File: src/rtl/blink_sequencer.sv
// LED blink sequencer: emits `count` on/off pulses whose on and off phases last
// on_len and off_len ticks, where one tick is CLK_DIV clock cycles.
module blink_sequencer #(
  parameter int unsigned CLK_DIV = 25000000,
  parameter int unsigned W       = 8
) (
  input  logic         clk,
  input  logic         aclr,
  input  logic         start,
  input  logic         stop,
  input  logic [W-1:0] on_len,
  input  logic [W-1:0] off_len,
  input  logic [W-1:0] count,
  output logic         led,
  output logic         busy,
  output logic         done,
  output logic [W-1:0] remaining
);

  localparam int unsigned   PW      = $clog2(CLK_DIV);
  localparam logic [PW-1:0] PresMax = PW'(CLK_DIV - 1);
  localparam logic [W-1:0]  One     = W'(1);

  typedef enum logic [1:0] {StIdle, StOn, StOff} state_e;

  state_e        state_q, state_d;
  logic [PW-1:0] presc_q, presc_d;
  logic [W-1:0]  phase_q, phase_d;
  logic [W-1:0]  on_len_q, on_len_d;
  logic [W-1:0]  off_len_q, off_len_d;
  logic [W-1:0]  remaining_q, remaining_d;
  logic          led_q, led_d;
  logic          busy_q, busy_d;
  logic          done_q, done_d;
  logic          tick;

  // The prescaler only advances while busy, so a tick is never seen in idle.
  assign tick = busy_q && (presc_q == PresMax);

  // Next-state logic: operand capture, phase timing and abort handling.
  always_comb begin
    state_d     = state_q;
    presc_d     = presc_q;
    phase_d     = phase_q;
    on_len_d    = on_len_q;
    off_len_d   = off_len_q;
    remaining_d = remaining_q;
    done_d      = 1'b0;

    unique case (state_q)
      StIdle: begin
        presc_d = '0;
        phase_d = '0;
        if (start) begin
          // Zero lengths behave as one tick so a phase can never stall.
          on_len_d    = (on_len == '0) ? One : on_len;
          off_len_d   = (off_len == '0) ? One : off_len;
          remaining_d = count;
          if (count == '0) begin
            done_d = 1'b1;
          end else begin
            state_d = StOn;
          end
        end
      end

      StOn, StOff: begin
        if (stop) begin
          // Abort takes priority over any tick on the same edge.
          state_d     = StIdle;
          presc_d     = '0;
          phase_d     = '0;
          remaining_d = '0;
        end else begin
          // Prescaler runs free across ON/OFF boundaries.
          presc_d = tick ? '0 : presc_q + PW'(1);
          if (tick) begin
            if (state_q == StOn && phase_q == on_len_q - One) begin
              state_d = StOff;
              phase_d = '0;
            end else if (state_q == StOff && phase_q == off_len_q - One) begin
              phase_d = '0;
              if (remaining_q > One) begin
                remaining_d = remaining_q - One;
                state_d     = StOn;
              end else begin
                remaining_d = '0;
                state_d     = StIdle;
                done_d      = 1'b1;
              end
            end else begin
              phase_d = phase_q + One;
            end
          end
        end
      end

      default: state_d = StIdle;
    endcase

    led_d  = (state_d == StOn);
    busy_d = (state_d != StIdle);
  end

  // State and registered outputs; reset clears everything including captured operands.
  always_ff @(posedge clk or negedge aclr) begin
    if (!aclr) begin
      state_q     <= StIdle;
      presc_q     <= '0;
      phase_q     <= '0;
      on_len_q    <= '0;
      off_len_q   <= '0;
      remaining_q <= '0;
      led_q       <= 1'b0;
      busy_q      <= 1'b0;
      done_q      <= 1'b0;
    end else begin
      state_q     <= state_d;
      presc_q     <= presc_d;
      phase_q     <= phase_d;
      on_len_q    <= on_len_d;
      off_len_q   <= off_len_d;
      remaining_q <= remaining_d;
      led_q       <= led_d;
      busy_q      <= busy_d;
      done_q      <= done_d;
    end
  end

  assign led       = led_q;
  assign busy      = busy_q;
  assign done      = done_q;
  assign remaining = remaining_q;

endmodule

File: config.mk
export PLATFORM = sky130hd
export DESIGN_NAME = blink_sequencer
export DESIGN_NICKNAME = d
export VERILOG_FILES = /design/src/rtl/blink_sequencer.sv
export SDC_FILE = /design/constraint.sdc
export NUM_CORES = 1
export LEC_CHECK = 0
export CAP_MARGIN = 5
export CORE_ASPECT_RATIO = 1.25
export CORE_MARGIN = 3
export CORE_UTILIZATION = 46
export DETAILED_ROUTE_END_ITERATION = 16
export GPL_TIMING_DRIVEN = 0
export HOLD_SLACK_MARGIN = 0.08
export PLACE_DENSITY = 0.81
export SETUP_SLACK_MARGIN = 0.15
export SLEW_MARGIN = 30
export SYNTH_ARGS = -nofsm -noshare
export SYNTH_HDL_FRONTEND = slang
export SYNTH_SLANG_ARGS = --single-unit
export TNS_END_PERCENT = 10
File: constraint.sdc
create_clock -name clk -period 2.5 [get_ports clk]
set_clock_uncertainty 0.05 [all_clocks]
set_input_delay 0.5 -clock clk [delete_from_list [all_inputs] [get_ports clk]]
set_output_delay 0.5 -clock clk [all_outputs]
set_load 0.05 [all_outputs]
# ---- Word-level counts from Yosys, hierarchy flattened
# Cells that the tools add are included.
dict set report totals {
  latch_bits 0
  romBits 0
  n_memories 0
  in_bits 28
  register_bits 62
  ramBits 0
  wordCells 71
}
dict set report classes {
  n_eq_ne 10
  order_cmp 1
  n_reduce_logical 13
  multipliers 0
  div 0
  n_shift 0
  n_mux 33
  bitwise 0
  addsub 5
}
# operator n
set ops {}
lappend ops {{$mux 8} 12}
lappend ops {{$mux 25} 2}
lappend ops {{$pmux 25 s2} 1}
lappend ops {{$pmux 8 s2} 2}
lappend ops {{$add 25x1->25 const B} 1}
lappend ops {{$eq 25x25->1 const B} 1}
lappend ops {{$logic_not 8->1} 3}
lappend ops {{$sub 8x1->8 const B} 3}
lappend ops {{$eq 8x8->1} 2}
lappend ops {{$mux 2} 6}
lappend ops {{$ne 3x3->1 const B} 3}
lappend ops {{$add 8x1->8 const B} 1}
lappend ops {{$gt 8x1->1 const B} 1}
lappend ops {{$mux 1} 8}
lappend ops {{$reduce_and 5->1} 1}
lappend ops {{$eq 2x1->1 const B} 2}
lappend ops {{$pmux 2 s2} 1}
lappend ops {{$reduce_and 2->1} 2}
lappend ops {{$reduce_bool 2->1} 2}
lappend ops {{$logic_and 1x1->1} 3}
lappend ops {{$eq 2x2->1 const B} 1}
lappend ops {{$logic_not 2->1} 1}
lappend ops {{$ne 2x2->1 const B} 1}
lappend ops {{$pmux 1 s2} 1}
lappend ops {{$reduce_or 2->1} 1}

# ---- Longest topological paths before layout
dict set report depth {
  ltp_word 9
  mapped_depth 11
  ltp_nobuf 10
}

# ---- Worst setup path before layout
# No wires, ideal clock.
dict set report synth_path {
  path_type {reg2reg}
  from {register presc_q[6]}
  to {register remaining_q[4], in the netlist remaining[4]}
  period_less_slack_ns 2.702
  path_stages_with_launch 11
  setup_ns 0.118
  path_slack_ns -0.202
  n_path_buf 2
  required_ns 2.332
  arrival_time_ns 2.534
  path_cell_list {dfrtp_1 > or4b_1 > or3_1 > or4_1 > buf_2 > a21oi_4 > o21ai_2 > a21oi_4 > buf_6 > nand2_1 > a21o_1}
}
dict set report synth_via {
  elab_chain_len 4
}
# item line_no
set synth_lines {}
lappend synth_lines {{start, declared} 27} ;# logic [PW-1:0] presc_q, presc_d;
lappend synth_lines {{start signal, assigned} 119} ;# presc_q <= presc_d;
lappend synth_lines {{$eq 25x25->1} 38} ;# assign tick = busy_q && (presc_q == PresMax);
lappend synth_lines {{$logic_and 1x1->1} 38}
lappend synth_lines {{$ne 3x3->1 (no source line)} n/a}
lappend synth_lines {{$reduce_and 5->1 (no source line)} n/a}
lappend synth_lines {{end signal, assigned} 123} ;# remaining_q <= remaining_d;
lappend synth_lines {{end, declared} 31} ;# logic [W-1:0] remaining_q, remaining_d;
# No other way between the ends.
# A chain may end at the register's enable or synchronous reset.

# ---- Worst setup path in the final report
dict set report layout_path {
  from {register presc_q[8]}
  to {register remaining_q[4], in the netlist remaining[4]}
}
# The elaborated chain is that of the path after synthesis.

==> key figures <==
STA
  – Worst Tran Pin Value: 0.570 ns
  – # setup viols final: 18
  – Final Max Tran Viols: 0
  – Min Hold Slack: 0.464 ns
  – Worst slew margin: 61.6%
  – F_max: 362 MHz
  – RSZ-0062 raised after global routing: yes
  – Setup slack after layout: -0.265 ns
  – Tcrit/Tclk final: 111%
  – Count of final hold-check violations: 0
  – Tmin final: 2.76 ns

Critical path
  – Delay-heaviest family, CP: simple AND/OR/NAND/NOR gates
  – R2R Path End: remaining[4]
  – R2R Setup Slk: -0.26 ns
  – Critical path buffers and inverters: 2
  – Critical path depth: 10
  – CP arrival: 2.94 ns
  – Reg-to-reg startpoint: presc_q[8]
  – Crit end category: flip-flop
  – CP Launch Type: flip-flop
  – Crit path max fanout: 7
  – CP Class: flip-flop to flip-flop
  – CP peak stage delay: 0.53 ns
  – FF-to-FF path depth: 10
  – Req. time, crit path: 2.67 ns
  – Critical-path top delay cell: or4b_4
  – Crit path cell chain: or4b_4 -> or3_1 -> or4_4 -> buf_6 -> a21oi_4 -> o21ai_2 -> a21oi_4 -> buf_6 -> nand2_1 -> a21o_1

Logic synthesis
  – Yosys top cell area share: 42.0%
  – Dominant cell type by area after synthesis: dfrtp_1
  – Most common cell in the netlist: dfrtp_1
  – Syn Nets: 438
  – Seq cells post-synth: 62
  – Mapped Area: 3700 um^2
  – Yosys cell types: 52
  – Ranking of synthesized cells by area: dfrtp_1 42%, mux2_2 4.9%, xnor2_1 4.3%
  – Asr flop ratio synth: 100%
  – Yosys warns: 0
  – EDFF count, synth: 0
  – Seq/Total Area, Yosys: 42.0%
  – Avg Cell Area, Syn: 9.24 um^2
  – Primary FF master, synth: dfrtp_1
  – Most frequent cells after synthesis: 62 x dfrtp_1, 40 x nor2_1, 22 x nand2_1
  – Post-synthesis cell count: 400

Clocking
  – Clock buffer depth: 2
  – H-tree depth: 3
  – Num CTS Buffers: 9
  – Clock root buffer: clkbuf_8
  – TritonCTS clock tree: yes
  – CTS sink cnt: 62
  – Clock transition at path regs: 0.07 ns
  – Worst skew pair latency: 0.34 ns

Status
  – Failing checks: setup timing
  – Status: finished, violations left

Placement
  – DP Wirelength: 6010 um
  – Routability congestion estimate: 0.856
  – IO Port Bufs: 38

Hold path
  – Hold Path Class: flip-flop to flip-flop
  – Min-Delay Path Depth: 1
  – Hold Path Sink: presc_q[4]
  – Worst hold start: presc_q[4]

Cells and area
  – Share of post-route cells with drive strength above 1: 17.0%
  – Area delta synth->final: 26.6%
  – Nets@finish: 498
  – # diodes: 0
  – Final core occ: 61.8%

Global routing
  – Largest net degree at the start of global routing: 35
  – Vias in the first global route: 3068
  – GR Util All Layers: 19.4%
  – Initial antenna violation count: 0
  – First-pass GRT wire length: 14200 um
  – GRT overflow: 0

Floorplanning
  – Effective utilization at floorplan: 48.8%
  – Die Area: 9150 um^2
  – Row Count: 35
  – Core ar.: 7580 um^2
  – IO Pins: 39
  – Die X: 86.2 um
  – Die H: 106 um

Routing
  – Detailed-route DRC error count: 0
  – Total wire length: 8900 um
  – DRT antenna net count: 0
  – Drt initial violations: 142
  – Avg WL per Cell: 16.0 um
  – Via-to-Cell Ratio: 5.74
  – DRT Pass-1 Iters: 6
  – Total number of vias: 3195

Job
  – Maxcap violations: 0

Pwr
  – LEAKAGE: 2.00 nW
  – Max VDD drop: 0.000595 V
  – Pwr per Cell Area: 1000 nW/um^2
## area by class of cell
type	count	area, um^2
fillers	592	2900
multi-input cells	302	2110
flip-flops and latches	62	1560
repair buffers	49	485
clock buffers	13	169
well taps	92	115
plain buffers	15	101
inverters	21	78.8
clock inverters	3	65.1
## per-stage QoR
step           instances  setup TNS, ns  setup WS (ns)  instance area (um^2)  power [mW]
3_3_place_gp         530         -82.00          -1.15                  4190        3.32
5_1_grt              557          -4.95         -0.362                  4680        4.97
2_1_floorplan        400          -1.90         -0.202                  3700        2.86
3_5_place_dp         531         -12.76         -0.626                  4210        3.39
6_report             557          -3.16         -0.265                  4680        4.70
4_1_cts              556          -3.13         -0.271                  4590        4.58
## report_power, final
part | leakage (nW) | switching (mW) | total [mW] | internal (mW)
Clock | 0.120 | 0.385 | 1.03 | 0.642
Sequential | 0.806 | 0.311 | 1.56 | 1.24
Combinational | 1.07 | 1.16 | 2.12 | 0.954
## cells by family after synthesis
| logic type | Yosys count | synth area share, % |
|---|---|---|
| buf+inv | 36 | 3.93 |
| xor+xnor | 36 | 8.53 |
| flops | 62 | 42.0 |
| simple gates | 163 | 23.1 |
| fa+ha+maj | 10 | 3.39 |
| compound gates | 77 | 14.3 |
| mux | 16 | 4.87 |
## registers in the layout, summed over array words and instances (netlist names)
| register | flops |
|---|---|
| remaining | 8 |
| off_len_q | 8 |
| busy | 1 |
| led | 1 |
| presc_q | 25 |
| on_len_q | 8 |
| phase_q | 8 |
| done | 1 |
| state_q | 2 |
## metal layers
layer	GRT usage, %	share of wire [%]	up-vias
met5	0	0	-
met4	7.46	2.3	0
met3	4.73	3.4	20
met2	32.6	52	62
met1	23.8	43	1567
li1	-	-	1546
## worst max path at each step
| stage | startpoint | end |
|---|---|---|
| 2_1_floorplan | presc_q[6] | remaining[4] |
| 3_3_place_gp | aclr | presc_q[21] |
| 3_5_place_dp | on_len_q[0] | phase_q[7] |
| 4_1_cts | presc_q[8] | remaining[4] |
| 5_1_grt | presc_q[8] | remaining[4] |
| 6_report | presc_q[8] | remaining[4] |
## worst reg2reg max path, cell delays in order (launching register included)
cell	delay (ns)
dfrtp_1	0.39
or4b_4	0.53
or3_1	0.31
or4_4	0.42
buf_6	0.15
a21oi_4	0.13
o21ai_2	0.09
a21oi_4	0.22
buf_6	0.15
nand2_1	0.05
a21o_1	0.17
## layout by cell type (no fill, tap or decap), drive strengths merged, types with 2 or more instances in the layout
cell type / n
a211oi: 3
a21o: 2
a21oi: 13
a22o: 8
a31oi: 5
a41oi: 2
and3: 14
and3b: 2
buf: 19
bufinv: 2
clkbuf: 20
clkdlybuf4s50: 37
dfrtp: 62
ha: 10
inv: 21
mux2: 16
nand2: 22
nand2b: 13
nand3: 14
nand4: 8
nor2: 40
nor2b: 7
nor3: 18
nor4: 7
o21ai: 24
o21bai: 3
o22ai: 4
o31ai: 3
o32ai: 3
or2: 2
or3: 6
or4: 2
xnor2: 18
xor2: 18
## timing repair
item	CTS	global route
gates cloned	1	0
buffers inserted	7	1
endpoints found under the hold margin	28	0
hold buffers	1	0
setup endpoints to repair	46	50
pin swaps	6	3
gates resized for setup	28	23
Note: power is estimated with default switching activity, not from simulation.
==> variant 1: new RTL, config.mk and constraints unchanged <==
Register the input `off_len` before use, without a reset. The logic sees it one clock later. The other inputs are not delayed to match. Comments in the files are not updated.
--- a/src/rtl/blink_sequencer.sv
+++ b/src/rtl/blink_sequencer.sv
@@ -23,4 +23,10 @@
 
   typedef enum logic [1:0] {StIdle, StOn, StOff} state_e;
+
+  logic [W-1:0] off_len_r;
+
+  always_ff @(posedge clk) begin
+    off_len_r <= off_len;
+  end
 
   state_e        state_q, state_d;
@@ -55,5 +61,5 @@
           // Zero lengths behave as one tick so a phase can never stall.
           on_len_d    = (on_len == '0) ? One : on_len;
-          off_len_d   = (off_len == '0) ? One : off_len;
+          off_len_d   = (off_len_r == '0) ? One : off_len_r;
           remaining_d = count;
           if (count == '0) begin
Check against the original RTL: no difference found for any inputs over 10 cycles, from zero or initial values; that may be too few to reach the edited logic, so the function may still have changed.
==> variant 1 against the unedited design <==
The flow still finishes with violations (negative setup slack). Via count increased by 12%. Area after synthesis increased by 9.0%. Design area increased by 6.7%. First-iteration DRC count increased by 65%. Routed wire length increased by 5.7%. Total power increased by 1.9%. Worst setup slack improved by 0.14 ns. Sequential cell count increased by 8. Critical endpoint is now remaining[0].
==> variant 1: results (changes against the unedited design) <==
stage;metric;value;unit;change
run_status;status;finished, violations left;;unchanged
run_status;violations;negative setup slack;;unchanged
logic_synthesis;synth_compound_area_share;15.5;%;was 14.3%
cts;cts_root_buffer;clkbuf_8;;unchanged
placed_design;numPortBuffers;38;;unchanged
global_routing;grt_start_max_net_pins;45;;was 35
finish;largest_reg_flops;25;;unchanged
logic_synthesis;synth_nets;467;;was 438
finish;drive_above_1_share;16.7;%;was 17.0%
global_routing;antenna_found_initial;0;;unchanged
power;ir_drop;703;uV;was 595 uV
worst_setup_path;critPathArrivalTime;2.82;ns;was 2.94 ns
global_routing;grt_pass1_wl;15400;um;was 14,200 um
finish;antenna_cells;0;;unchanged
timing;worst_pin_slew;0.661;ns;was 0.570 ns
finish;nNetsFinal;530;;was 498
power;swShare;43.2;%;was 39.6%
global_routing;grt_pass1_vias;3420;;was 3,068
placed_design;routabilityCongestion;0.872;;was 0.856
logic_synthesis;synth_xor_xnor_area_share;7.95;%;was 8.53%
min_path;hp-class;register to register;;unchanged
cts;clock_path_buffers;2;;unchanged
worst_setup_path;critPathSlowestCell;or4_4;;was or4b_4
logic_synthesis;yosysSeqAreaShare;42.5;%;was 42.0%
cts;clock_latency;0.35;ns;
logic_synthesis;synthAdderAreaFrac;3.11;%;was 3.39%
worst_setup_path;crit_path_max_incr_delay;0.57;ns;was 0.53 ns
cts;cts.clk_slew.worst_paths;0.08;ns;
global_routing;grt_usage;18.7;%;was 19.4%
logic_synthesis;muxShareOfSynthArea;5.00;%;was 4.87%
cts;cts-buffers-inserted;9;;unchanged
cts;htreeDepth;3;;unchanged
detailed_routing;drtIter0Drc;235;;was 142
finish;num-fill-cells;667;;was 592
timing;setup_viol;16;;was 18
logic_synthesis;yosys.cell_types.count;59;;was 52
worst_setup_path;crit_fanout;4;;was 7
timing;layout_setup_ws;-0.127;ns;was -0.265 ns
finish;largest_register;presc_q;;unchanged
logic_synthesis;yosys-top-cells-area;dfrtp_1, mux2_2, xor2_1;;was dfrtp_1, mux2_2, xnor2_1
logic_synthesis;yosysWarnings;0;;unchanged
detailed_routing;wl_per_cell;15.3;um;was 16.0 um
logic_synthesis;ys_async_sr_fraction;88.6;%;was 100%
detailed_routing;drtPass1Iterations;5;;was 6
placed_design;dp_slack;-0.398;ns;was -0.626 ns
logic_synthesis;netlist_top_cells_count;dfrtp_1, nor2_1, nand2_1, nand3_1;;was dfrtp_1, nor2_1, nand2_1
timing;tns;-1.20;ns;was -3.16 ns
power;leakage;2.02;nW;was 2.00 nW
detailed_routing;via_per_inst;5.81;;was 5.74
placed_design;post-dp-hpwl;6540;um;was 6010 um
-- variant 1: layer usage --
metal	up-vias	GRT usage (%)	part of all wire, %	routed length (um)
met3	29	4.43	5.1	477
met2	121	33.3	52	4890
met4	0	7.46	2.7	258
met5	-	0	0	0
li1	1679	-	-	-
met1	1741	21.4	40	3780
-- variant 1: final timing paths --
| path | to | cells past startpoint | slack (ns) | start |
|---|---|---|---|---|
| max reg2reg | remaining[0] | 7 | -0.13 | off_len_q[3] |
| min in group asynchronous | presc_q[13] | 2 | 0.51 | aclr |
| max | remaining[0] | 7 | -0.13 | off_len_q[3] |
| min | off_len_q[6] | 1 | 0.44 | off_len_r[6] |
| min reg2reg | off_len_q[6] | 1 | 0.44 | off_len_r[6] |
| max in group asynchronous | off_len_q[2] | 3 | 1.39 | aclr |
-- variant 1: cell families (layout without fill, tap and decap cells) --
family          count (synthesis)  in the layout
compound gates                 91             91
fa+ha+maj                      10             10
flops                          70             70
xor+xnor                       35             35
simple gates                  170            170
buf+inv                        35            103
mux                            18             18
-- variant 1: layout make-up --
type	instances	share of cell area [%]
buffer	12	1.10
clock buffer	10	2.56
tap	117	2.93
clock inverter	6	0.952
multi-input combinational	324	46.1
timing repair buffer	52	10.3
sequential	70	34.3
inverter	23	1.73
-- variant 1: through the flow --
step                      area (sq um)  power [mW]  util [%]  cells
after global placement            4560        3.61      54.4    584
after global routing              4990        5.07      59.6    614
after CTS                         4910        4.67      58.5    610
after detailed placement          4580        3.69      54.7    585
after floorplan                   4030        3.13         -    429
final                             4990        4.79      59.6    614
-- variant 1: critical path, delay by kind of cell, from the launching register on --
kind	cells	cell delay, ns
AO/OA/AOI/OAI	4	0.92
flip-flops	1	0.41
multiplexers	1	0.35
AND/OR/NAND/NOR	2	0.78
-- variant 1: power groups by stage --
stage	logic (mW)	registers (mW)	clock network [mW]
after CTS	2.14	1.67	0.848
final	2.26	1.69	0.840
after detailed placement	1.98	1.71	0
after global routing	2.43	1.73	0.907
after global placement	1.92	1.69	0
after floorplan	1.25	1.88	0
-- variant 1: repair_timing --
item | CTS | global route
endpoints found under the hold margin | 18 | 0
setup buffers | 8 | 4
pin swaps | 10 | 9
setup endpoints to repair | 31 | 34
gates resized for setup | 24 | 15
hold buffers | 1 | 0
==> variant 2: new RTL, same flow settings <==
Made on the original files. The parameter `CLK_DIV` goes from 25000000 to 12500000.
--- a/src/rtl/blink_sequencer.sv
+++ b/src/rtl/blink_sequencer.sv
@@ -2,5 +2,5 @@
 // on_len and off_len ticks, where one tick is CLK_DIV clock cycles.
 module blink_sequencer #(
-  parameter int unsigned CLK_DIV = 25000000,
+  parameter int unsigned CLK_DIV = 12500000,
   parameter int unsigned W       = 8
 ) (
Check against the original RTL: same outputs for any inputs over 10 cycles, from zero or initial values; that may be too few to reach the edited logic, so the function may still have changed.
==> variant 2 against the unedited design <==
The flow still finishes with violations (negative setup slack). Area after synthesis rose by 2.6%. Sequential power shrank 3%. Sequential cell count down 1. Count of clock-buffer cells in the layout is 2 lower. Design area increased by 3.9%. Total power increased by 2.6%. Routed wire length is 6.4% higher. Worst setup slack improved by 0.059 ns.
==> variant 2: results (changes against the unedited design) <==
stage;metric;value;unit;change
placed_design;placed_cell_area;4330;sq um;was 4210 sq um
power;leakage;1.91;nW;was 2.00 nW
timing;worst_pin_slew;0.595;ns;was 0.570 ns
cts;cts.clk_slew.worst_paths;0.07;ns;about the same
finish;nNetsFinal;511;;was 498
finish;drive_above_1_share;19.7;%;was 17.0%
logic_synthesis;netlist_top_cells_count;dfrtp_1, nor2_1, nand2_1;;unchanged
finish;largest_reg_flops;24;;was 25
timing;setup_viol;18;;unchanged
global_routing;grt_pass1_wl;15400;um;was 14,200 um
timing;layout_setup_ws;-0.205;ns;was -0.265 ns
logic_synthesis;yosys.cell_types.count;68;;was 52
placed_design;post-dp-hpwl;6580;um;was 6010 um
cts;htreeDepth;3;;unchanged
global_routing;grt_usage;20.7;%;was 19.4%
logic_synthesis;yosysTopAreaCell;dfrtp_1;;unchanged
detailed_routing;drtIter0Drc;171;;was 142
global_routing;grt_pass1_vias;3403;;was 3,068
placed_design;routabilityCongestion;0.927;;was 0.856
power;ir_drop;605;uV;was 595 uV
detailed_routing;drtPass1Iterations;5;;was 6
run_status;violations;negative setup slack;;unchanged
worst_setup_path;crit_fanout;4;;was 7
cts;clock_path_buffers;2;;unchanged
finish;antenna_cells;0;;unchanged
logic_synthesis;yosysSeqAreaShare;40.3;%;was 42.0%
logic_synthesis;yosys-top-cells-area;dfrtp_1, xor2_1, mux2_2;;was dfrtp_1, mux2_2, xnor2_1
logic_synthesis;synth_nets;449;;was 438
cts;clock_latency;0.34;ns;about the same
run_status;status;finished, violations left;;unchanged
detailed_routing;via_per_inst;6.05;;was 5.74
detailed_routing;wl_per_cell;16.5;um;was 16.0 um
global_routing;grt_start_max_net_pins;45;;was 35
## variant 2: changes by cell type after synthesis, moves of 6 or more
cell / before / now
and3_1: 14 / 2
a22o_1: 8 / 0
nand2_1: 22 / 30
nand2b_1: 13 / 5
nand3_1: 14 / 20
## variant 2: logic make-up after synthesis
group / Yosys count / synth area share, %
flip-flops: 61 / 40.3
multiplexers: 16 / 4.75
adder cells (fa/ha/maj): 10 / 3.30
XOR/XNOR: 33 / 7.62
AO/OA/AOI/OAI: 86 / 15.8
buffers and inverters: 38 / 4.29
AND/OR/NAND/NOR: 167 / 23.9
## variant 2: power breakdown
| part | switching [mW] | leakage [nW] | internal [mW] | total [mW] |
|---|---|---|---|---|
| registers | 0.286 | 0.791 | 1.23 | 1.52 |
| clock network | 0.399 | 0.126 | 0.718 | 1.12 |
| logic | 1.28 | 0.988 | 0.910 | 2.19 |
| total | 1.97 | 1.91 | 2.86 | 4.82 |
## variant 2: routing by layer
metal | global-route usage, % | share of wire (%) | wire (um) | vias up
li1 | - | - | - | 1625
met1 | 24.0 | 40 | 3810 | 1721
met2 | 36.0 | 53 | 4990 | 93
met3 | 3.98 | 3.8 | 363 | 26
met4 | 9.76 | 3.1 | 292 | 0
met5 | 0 | 0 | 0 | -
## variant 2: critical path, stage by stage (launching register included)
cell and delay [ns]:
dfrtp_1 0.41, or4_4 0.59, nor4_4 0.20, xnor2_2 0.17
a2111oi_4 0.48, a211o_1 0.25, a21oi_2 0.12, mux2_1 0.32
## variant 2: worst paths after layout
check / from / endpoint / cells past startpoint
max: on_len_q[1] / remaining[0] / 7
min: off_len_q[7] / off_len_q[7] / 1
max reg2reg: on_len_q[1] / remaining[0] / 7
min reg2reg: off_len_q[7] / off_len_q[7] / 1
max in group asynchronous: aclr / off_len_q[2] / 3
min in group asynchronous: aclr / presc_q[21] / 2
## variant 2: cell type report
type | instances | area (sq um)
plain buffers | 14 | 93.8
clock buffers | 11 | 151
clock inverters | 5 | 106
fillers | 627 | 3070
inverters | 24 | 93.8
multi-input cells | 312 | 2260
flip-flops and latches | 61 | 1530
well taps | 95 | 119
repair buffers | 51 | 505
## variant 2: repair_timing
action	in CTS	in global routing
hold buffers	1	0
endpoints found under the setup margin	33	35
buffers inserted	11	0
pin swaps	11	6
hold endpoints to repair	17	0
gates resized for setup	27	22
## variant 2: stage by stage
step	instances	setup TNS (ns)	power (mW)	setup WS [ns]	hold WS (ns)
2_1_floorplan	411	-0.0318	2.86	-0.0292	0.154
3_3_place_gp	544	-68.66	3.34	-1.28	0.464
3_5_place_dp	545	-6.10	3.42	-0.310	0.337
4_1_cts	573	-0.969	4.74	-0.143	0.483
5_1_grt	573	-3.74	5.08	-0.263	0.507
6_report	573	-2.22	4.82	-0.205	0.479
